[src/rtl/spw_buffer_ctrl.sv]
// Pointer and flow-control stage around the cross-bar slot buffer: stores a valid/ready
// stream in FIFO order and presents it through a registered output stage.
module spw_buffer_ctrl #(
    parameter int PTR_WIDTH  = 3,
    parameter int DATA_WIDTH = 128
) (
    input  logic                  clk_i,
    input  logic                  rst_i,
    input  logic                  flush_i,
    input  logic                  in_valid_i,
    output logic                  in_ready_o,
    input  logic [DATA_WIDTH-1:0] in_data_i,
    output logic                  buf_wr_en_o,
    output logic [PTR_WIDTH-1:0]  buf_write_ptr_o,
    output logic [DATA_WIDTH-1:0] buf_write_data_o,
    output logic                  buf_rd_en_o,
    output logic [PTR_WIDTH-1:0]  buf_read_ptr_o,
    input  logic [DATA_WIDTH-1:0] buf_read_data_i,
    output logic                  out_valid_o,
    input  logic                  out_ready_i,
    output logic [DATA_WIDTH-1:0] out_data_o,
    output logic [PTR_WIDTH:0]    count_o
);

    // Pointers carry one extra wrap bit so full and empty are distinguishable.
    logic [PTR_WIDTH:0]    wr_ptr_q, wr_ptr_d;
    logic [PTR_WIDTH:0]    rd_ptr_q, rd_ptr_d;
    logic                  in_ready_q;
    logic                  out_valid_q;
    logic [DATA_WIDTH-1:0] out_data_q;
    logic                  empty;
    logic                  full_next;
    logic                  push;
    logic                  load;

    // NOTE: every always_comb output gets a default first so no path can infer a latch.
    always_comb begin
        empty     = (wr_ptr_q == rd_ptr_q);
        push      = in_valid_i & in_ready_q & ~flush_i;
        load      = ~empty & (~out_valid_q | out_ready_i) & ~flush_i;
        wr_ptr_d  = wr_ptr_q + {{PTR_WIDTH{1'b0}}, push};
        rd_ptr_d  = rd_ptr_q + {{PTR_WIDTH{1'b0}}, load};
        if (flush_i) begin
            wr_ptr_d = '0;
            rd_ptr_d = '0;
        end
        full_next = (wr_ptr_d[PTR_WIDTH-1:0] == rd_ptr_d[PTR_WIDTH-1:0]) &&
                    (wr_ptr_d[PTR_WIDTH] != rd_ptr_d[PTR_WIDTH]);
    end

    // NOTE: sequential state uses non-blocking assignments only, so every register
    // samples the pre-edge values regardless of statement order.
    always_ff @(posedge clk_i or posedge rst_i) begin
        if (rst_i) begin
            wr_ptr_q    <= '0;
            rd_ptr_q    <= '0;
            in_ready_q  <= 1'b0;
            out_valid_q <= 1'b0;
            out_data_q  <= '0;
        end else begin
            wr_ptr_q   <= wr_ptr_d;
            rd_ptr_q   <= rd_ptr_d;
            // Registered ready: a full buffer refuses pushes even while popping.
            in_ready_q <= ~flush_i & ~full_next;
            if (flush_i) begin
                out_valid_q <= 1'b0;
            end else if (load) begin
                out_valid_q <= 1'b1;
                out_data_q  <= buf_read_data_i;
            end else if (out_valid_q && out_ready_i) begin
                out_valid_q <= 1'b0;
            end
        end
    end

    assign in_ready_o       = in_ready_q;
    assign buf_wr_en_o      = push;
    assign buf_write_ptr_o  = wr_ptr_q[PTR_WIDTH-1:0];
    assign buf_write_data_o = in_data_i;
    assign buf_rd_en_o      = load;
    assign buf_read_ptr_o   = rd_ptr_q[PTR_WIDTH-1:0];
    assign out_valid_o      = out_valid_q;
    assign out_data_o       = out_data_q;
    assign count_o          = wr_ptr_q - rd_ptr_q;

endmodule

[config.mk]
export PLATFORM = sky130hd
export DESIGN_NAME = spw_buffer_ctrl
export DESIGN_NICKNAME = d
export VERILOG_FILES = /design/src/rtl/spw_buffer_ctrl.sv
export SDC_FILE = /design/constraint.sdc
export NUM_CORES = 1
export LEC_CHECK = 0
export BUFFER_PORTS_ARGS = -buffer_cell sky130_fd_sc_hd__buf_2
export CORE_AREA = 4 4 203 205
export CTS_CLUSTER_DIAMETER = 30
export DETAILED_ROUTE_END_ITERATION = 10
export DIE_AREA = 0 0 207 209
export HOLD_SLACK_MARGIN = 0.12
export SETUP_SLACK_MARGIN = 0.05
export SLEW_MARGIN = 20
export SYNTH_ARGS = -nofsm -noshare
export SYNTH_HDL_FRONTEND = slang
export SYNTH_SLANG_ARGS = --single-unit
[constraint.sdc]
create_clock -name clk_i -period 5.8 [get_ports clk_i]
set_input_delay 1.74 -clock clk_i [delete_from_list [all_inputs] [get_ports clk_i]]
set_output_delay 1.74 -clock clk_i [all_outputs]
set_load 0.02 [all_outputs]
==> Yosys cells after proc, flatten, opt, wreduce, memory -nomap -nowiden <==
Cells that the tools add are included.
W data, S select, Z words.
{ "classes": {"addsub": 3, "eq_ne": 3, "n_mux": 5, "n_bitwise": 10, "reduce_logical": 4} }
{ "op_table": {"columns": ["operator", "count"], "rows": [
  ["$add A4 B1 Y4", 2],
  ["$mux W4", 2],
  ["$and A1 B1 Y1", 5],
  ["$eq A4 B4 Y1", 1],
  ["$not A1 Y1", 4],
  ["$sub A4 B4 Y4", 1],
  ["$eq A3 B3 Y1", 1],
  ["$mux W1", 3],
  ["$reduce_bool A3 Y1", 1],
  ["$logic_and A1 B1 Y1", 2],
  ["$reduce_and A2 Y1", 1],
  ["$ne A1 B1 Y1", 1],
  ["$or A1 B1 Y1", 1]
]} }
{ "totals": {"reg_bits": 138, "in_bits": 261, "out_inout_bits": 270, "elab_cells": 30} }

==> Longest topological paths before layout <==
{ "logic_depth": {"depth_word": 10, "ltp_mapped": 12} }

==> Least setup slack after synthesis <==
Ideal clock, no wire load.
{ "synth_path": {"kind": "input to output", "from": "input port out_ready_i", "to": "output port buf_rd_en_o", "t_arrival_ps": 2326, "required_ps": 4060, "setup_slack_ps": 1734, "path_stages": 4, "n_path_buf": 2, "cell_sequence": "nor2b_1 > nor3_4 > buf_6 > buf_6"} }
{ "synth_between": {"elab_chain_len": 3} }
{ "synth_rtl": {"columns": ["element", "line_no", "rtl"], "rows": [
  ["start: declaration", "20", "input logic out_ready_i,"],
  ["$or A1 B1 Y1", "40", "load = ~empty & (~out_valid_q | out_ready_i) & ~flush_i;"],
  ["$and A1 B1 Y1 (2 in a row)", "40", null],
  ["end: declaration", "16", "output logic buf_rd_en_o,"]
]} }
No other way between the ends.

==> Worst setup path after layout <==
{ "layout_path": {"from": "input port flush_i", "to": "output port buf_rd_en_o"} }
{ "layout_between": {"elab_chain_len": 2} }
{ "layout_rtl": {"columns": ["element", "line_no", "rtl"], "rows": [
  ["start: declaration", "9", "input logic flush_i,"],
  ["$not A1 Y1 (no source line)", null, null],
  ["$and A1 B1 Y1", "40", null]
]} }
No other way between the ends.

==> results.cfg <==
[sta]
max_slew.worst_pin.slew_ns = 1.029
maxSlewHeadroom = 0.3142
final_hold_viol_count = 0
rsz0062_at_grt = no
fin_skew_ns = 0.008331
min_period_over_period = 0.7125
setup_viol = 0
maxClockFrequency_ghz = 0.2420
fin_setup_tns_ns = 0
whs_ns = 0.4807
slew_viol_final = 0
finalCriticalPeriod_ns = 4.132

[setup_path]
critical_path.slowest_cell = nor3_4
cp.required_ns = 4.06
critPathBufInv = 2
cp_common_cell = buf_2
crit_chain = buf_2 -> nor3_4 -> buf_2
crit_family = buffers and inverters
timing.rr.end = out_data_o[81]
critPathMaxFanout = 12
end_kind = output port
cp-start-kind = input port
cpPeakStageDelay_ns = 0.25
reg2reg_depth = 8
timing.rr.start = rd_ptr_q[2]
r2r_slack_ns = 2.79
crit_arrival_ns = 2.39
critPathKind = in -> out

[power]
power_leakage_nw = 4.087
power_per_cell_area_nw_per_um2 = 570.9
finalPower_mw = 4.756
ir_drop_v = 0.0002407

[die]
core-area_um2 = 39460
die_area_um2 = 43260
die_x_um = 207
initial_core_util = 0.1746
io_pins = 531
die_y_um = 209
rows = 73

[place]
place_inst = 1117
hpwl_mm = 13.35
dpl-instance-area_um2 = 7706
gp_congestion = 0.7520
io_buffers = 274

[worst_hold_path]
hold_class = reg -> reg
hold_end = out_data_o[29]
hp-start = out_data_o[29]
hold_path_depth = 1

[yosys]
ys_ff_latch = 138
syn_nets = 732
ys_seq_area_frac = 0.5012
ys_warn_count = 0
yosysUniqueCellTypes = 23
synth_area_um2 = 6890
syn_avg_cell_area_um2 = 14.88
synthCells = 463

[route]
wire_per_inst_um = 15.35
drc_errors = 0
drtPass1Iterations = 4
vias = 3877
drtAntennaViolNets = 0
drtIter0Drc = 99
wl_mm = 17.64
vias_per_cell = 3.374

[cts]
clock_sinks = 138
postCtsSetupRepairBufs = 0
cts_hold_buf = 0
cts_root_buffer = clkbuf_16
cts_buffer_depth = 2
cts_htree_levels = 4
numCtsBuffers = 17
cts_tree = built
clock_latency_ns = 0.44
cts_resized = 0
clk_pin_slew_ns = 0.06

[outcome]
status = completed

[global_routing]
grt_start_max_net_pins = 73
grt_pass1_vias = 4389
antenna_found_initial = 1
grt_use_total = 0.08198
grt_overflow = 0
grt_pass1_wl_mm = 26.58

[cells_and_area]
area_delta_synth_final_pct = 20.90
stdcell_area_um2 = 8330
n_antenna_cell = 0
instances_no_fill = 1149
nets = 880
drive_gt1_frac = 0.6907

[job]
drv_cap = 0
-- cells by family (layout without fill, tap and decap cells) --
group,count (synthesis),after routing,share of synthesized area
xor gates and xnor gates,11,11,0.01507
buffers and inverters,157,318,0.1872
and+or+nand+nor,18,18,0.01416
DFF,138,138,0.5012
AOI/OAI and AO/OA,3,3,0.003087
muxes,128,128,0.2637
adders and majority gates,8,8,0.01562
-- worst reg2reg max path, cell delays in order (launching register included) --
cell and delay [ns]:
dfrtp_1 0.42, inv_1 0.06, ha_1 0.32, nand3_1 0.13, nor2_1 0.08, nor3_4 0.21, buf_4 0.37, buf_4 0.81
mux2_4 0.48
-- how the worst max path moves through the flow --
| stage | endpoint | slack (ns) | from | cells past startpoint |
|---|---|---|---|---|
| 3_5_place_dp | buf_rd_en_o | 1.64 | flush_i | 3 |
| 6_report | buf_rd_en_o | 1.67 | flush_i | 3 |
| 2_1_floorplan | in_ready_o | 0.36 | rst_i | 1 |
| 5_1_grt | buf_rd_en_o | 1.64 | flush_i | 3 |
| 4_1_cts | buf_rd_en_o | 1.64 | flush_i | 3 |
| 3_3_place_gp | buf_rd_en_o | 1.65 | flush_i | 3 |
-- report_power, final --
| part | switching (mW) | internal (mW) |
|---|---|---|
| Sequential | 0.244 | 1.42 |
| Combinational | 1.02 | 0.909 |
| Clock | 0.440 | 0.721 |
| Total | 1.71 | 3.05 |
-- state kept, by name, indices dropped and copies added (netlist names) --
name	flops
rd_ptr_q	4
out_data_o	128
wr_ptr_q	4
in_ready_o	1
out_valid_o	1
-- area by class of cell --
| type | count | area, µm² |
|---|---|---|
| fillers | 4284 | 31130 |
| flip-flops and latches | 138 | 3453 |
| multi-input cells | 168 | 2147 |
| repair buffers | 278 | 1414 |
| well taps | 525 | 656.9 |
| clock buffers | 18 | 429.2 |
| clock inverters | 14 | 195.2 |
| inverters | 8 | 35.03 |
-- per-layer routing --
layer | GRT usage | up-vias | part of all wire | wire length (µm)
met5 | 0.002225 | - | 0.00062 | 11
met4 | 0.05882 | 2 | 0.051 | 897
met3 | 0.04774 | 76 | 0.11 | 1999
met2 | 0.1298 | 252 | 0.48 | 8482
met1 | 0.07997 | 1850 | 0.35 | 6249
li1 | - | 1697 | - | -
-- cell usage after synthesis (all sizes together) --
master  instances  share of area
ha              7          0.013
mux2          128           0.26
inv             8         0.0044
nand2           1        0.00054
clkbuf          1        0.00054
fa              1         0.0029
a21oi           1        0.00073
a41oi           1         0.0013
nor2b           5         0.0045
a21o            1         0.0011
dfrtp         138           0.50
xnor2           6         0.0076
nand3           3         0.0022
buf           148           0.18
nor3            2         0.0031
nor2            7         0.0038
xor2            5         0.0074
-- through the flow --
stage	utilization	worst slack, ns
finish	0.2111	1.668
global route	0.2111	1.639
CTS	0.2111	1.643
detailed placement	0.1953	1.642
global placement	0.1953	1.646
floorplan	-	0.3638
-- cells in the final DEF, fill, tap and decap left out, drive strengths merged, types with 3 or more instances in the layout --
cell / count
clkinvlp: 4
nand3: 3
dfrtp: 138
mux2: 128
nor2: 7
ha: 7
buf: 278
inv: 11
xor2: 5
clkbuf: 18
bufinv: 4
xnor2: 6
nor2b: 5
clkinv: 3
Note: power is estimated with default switching activity, not from simulation.
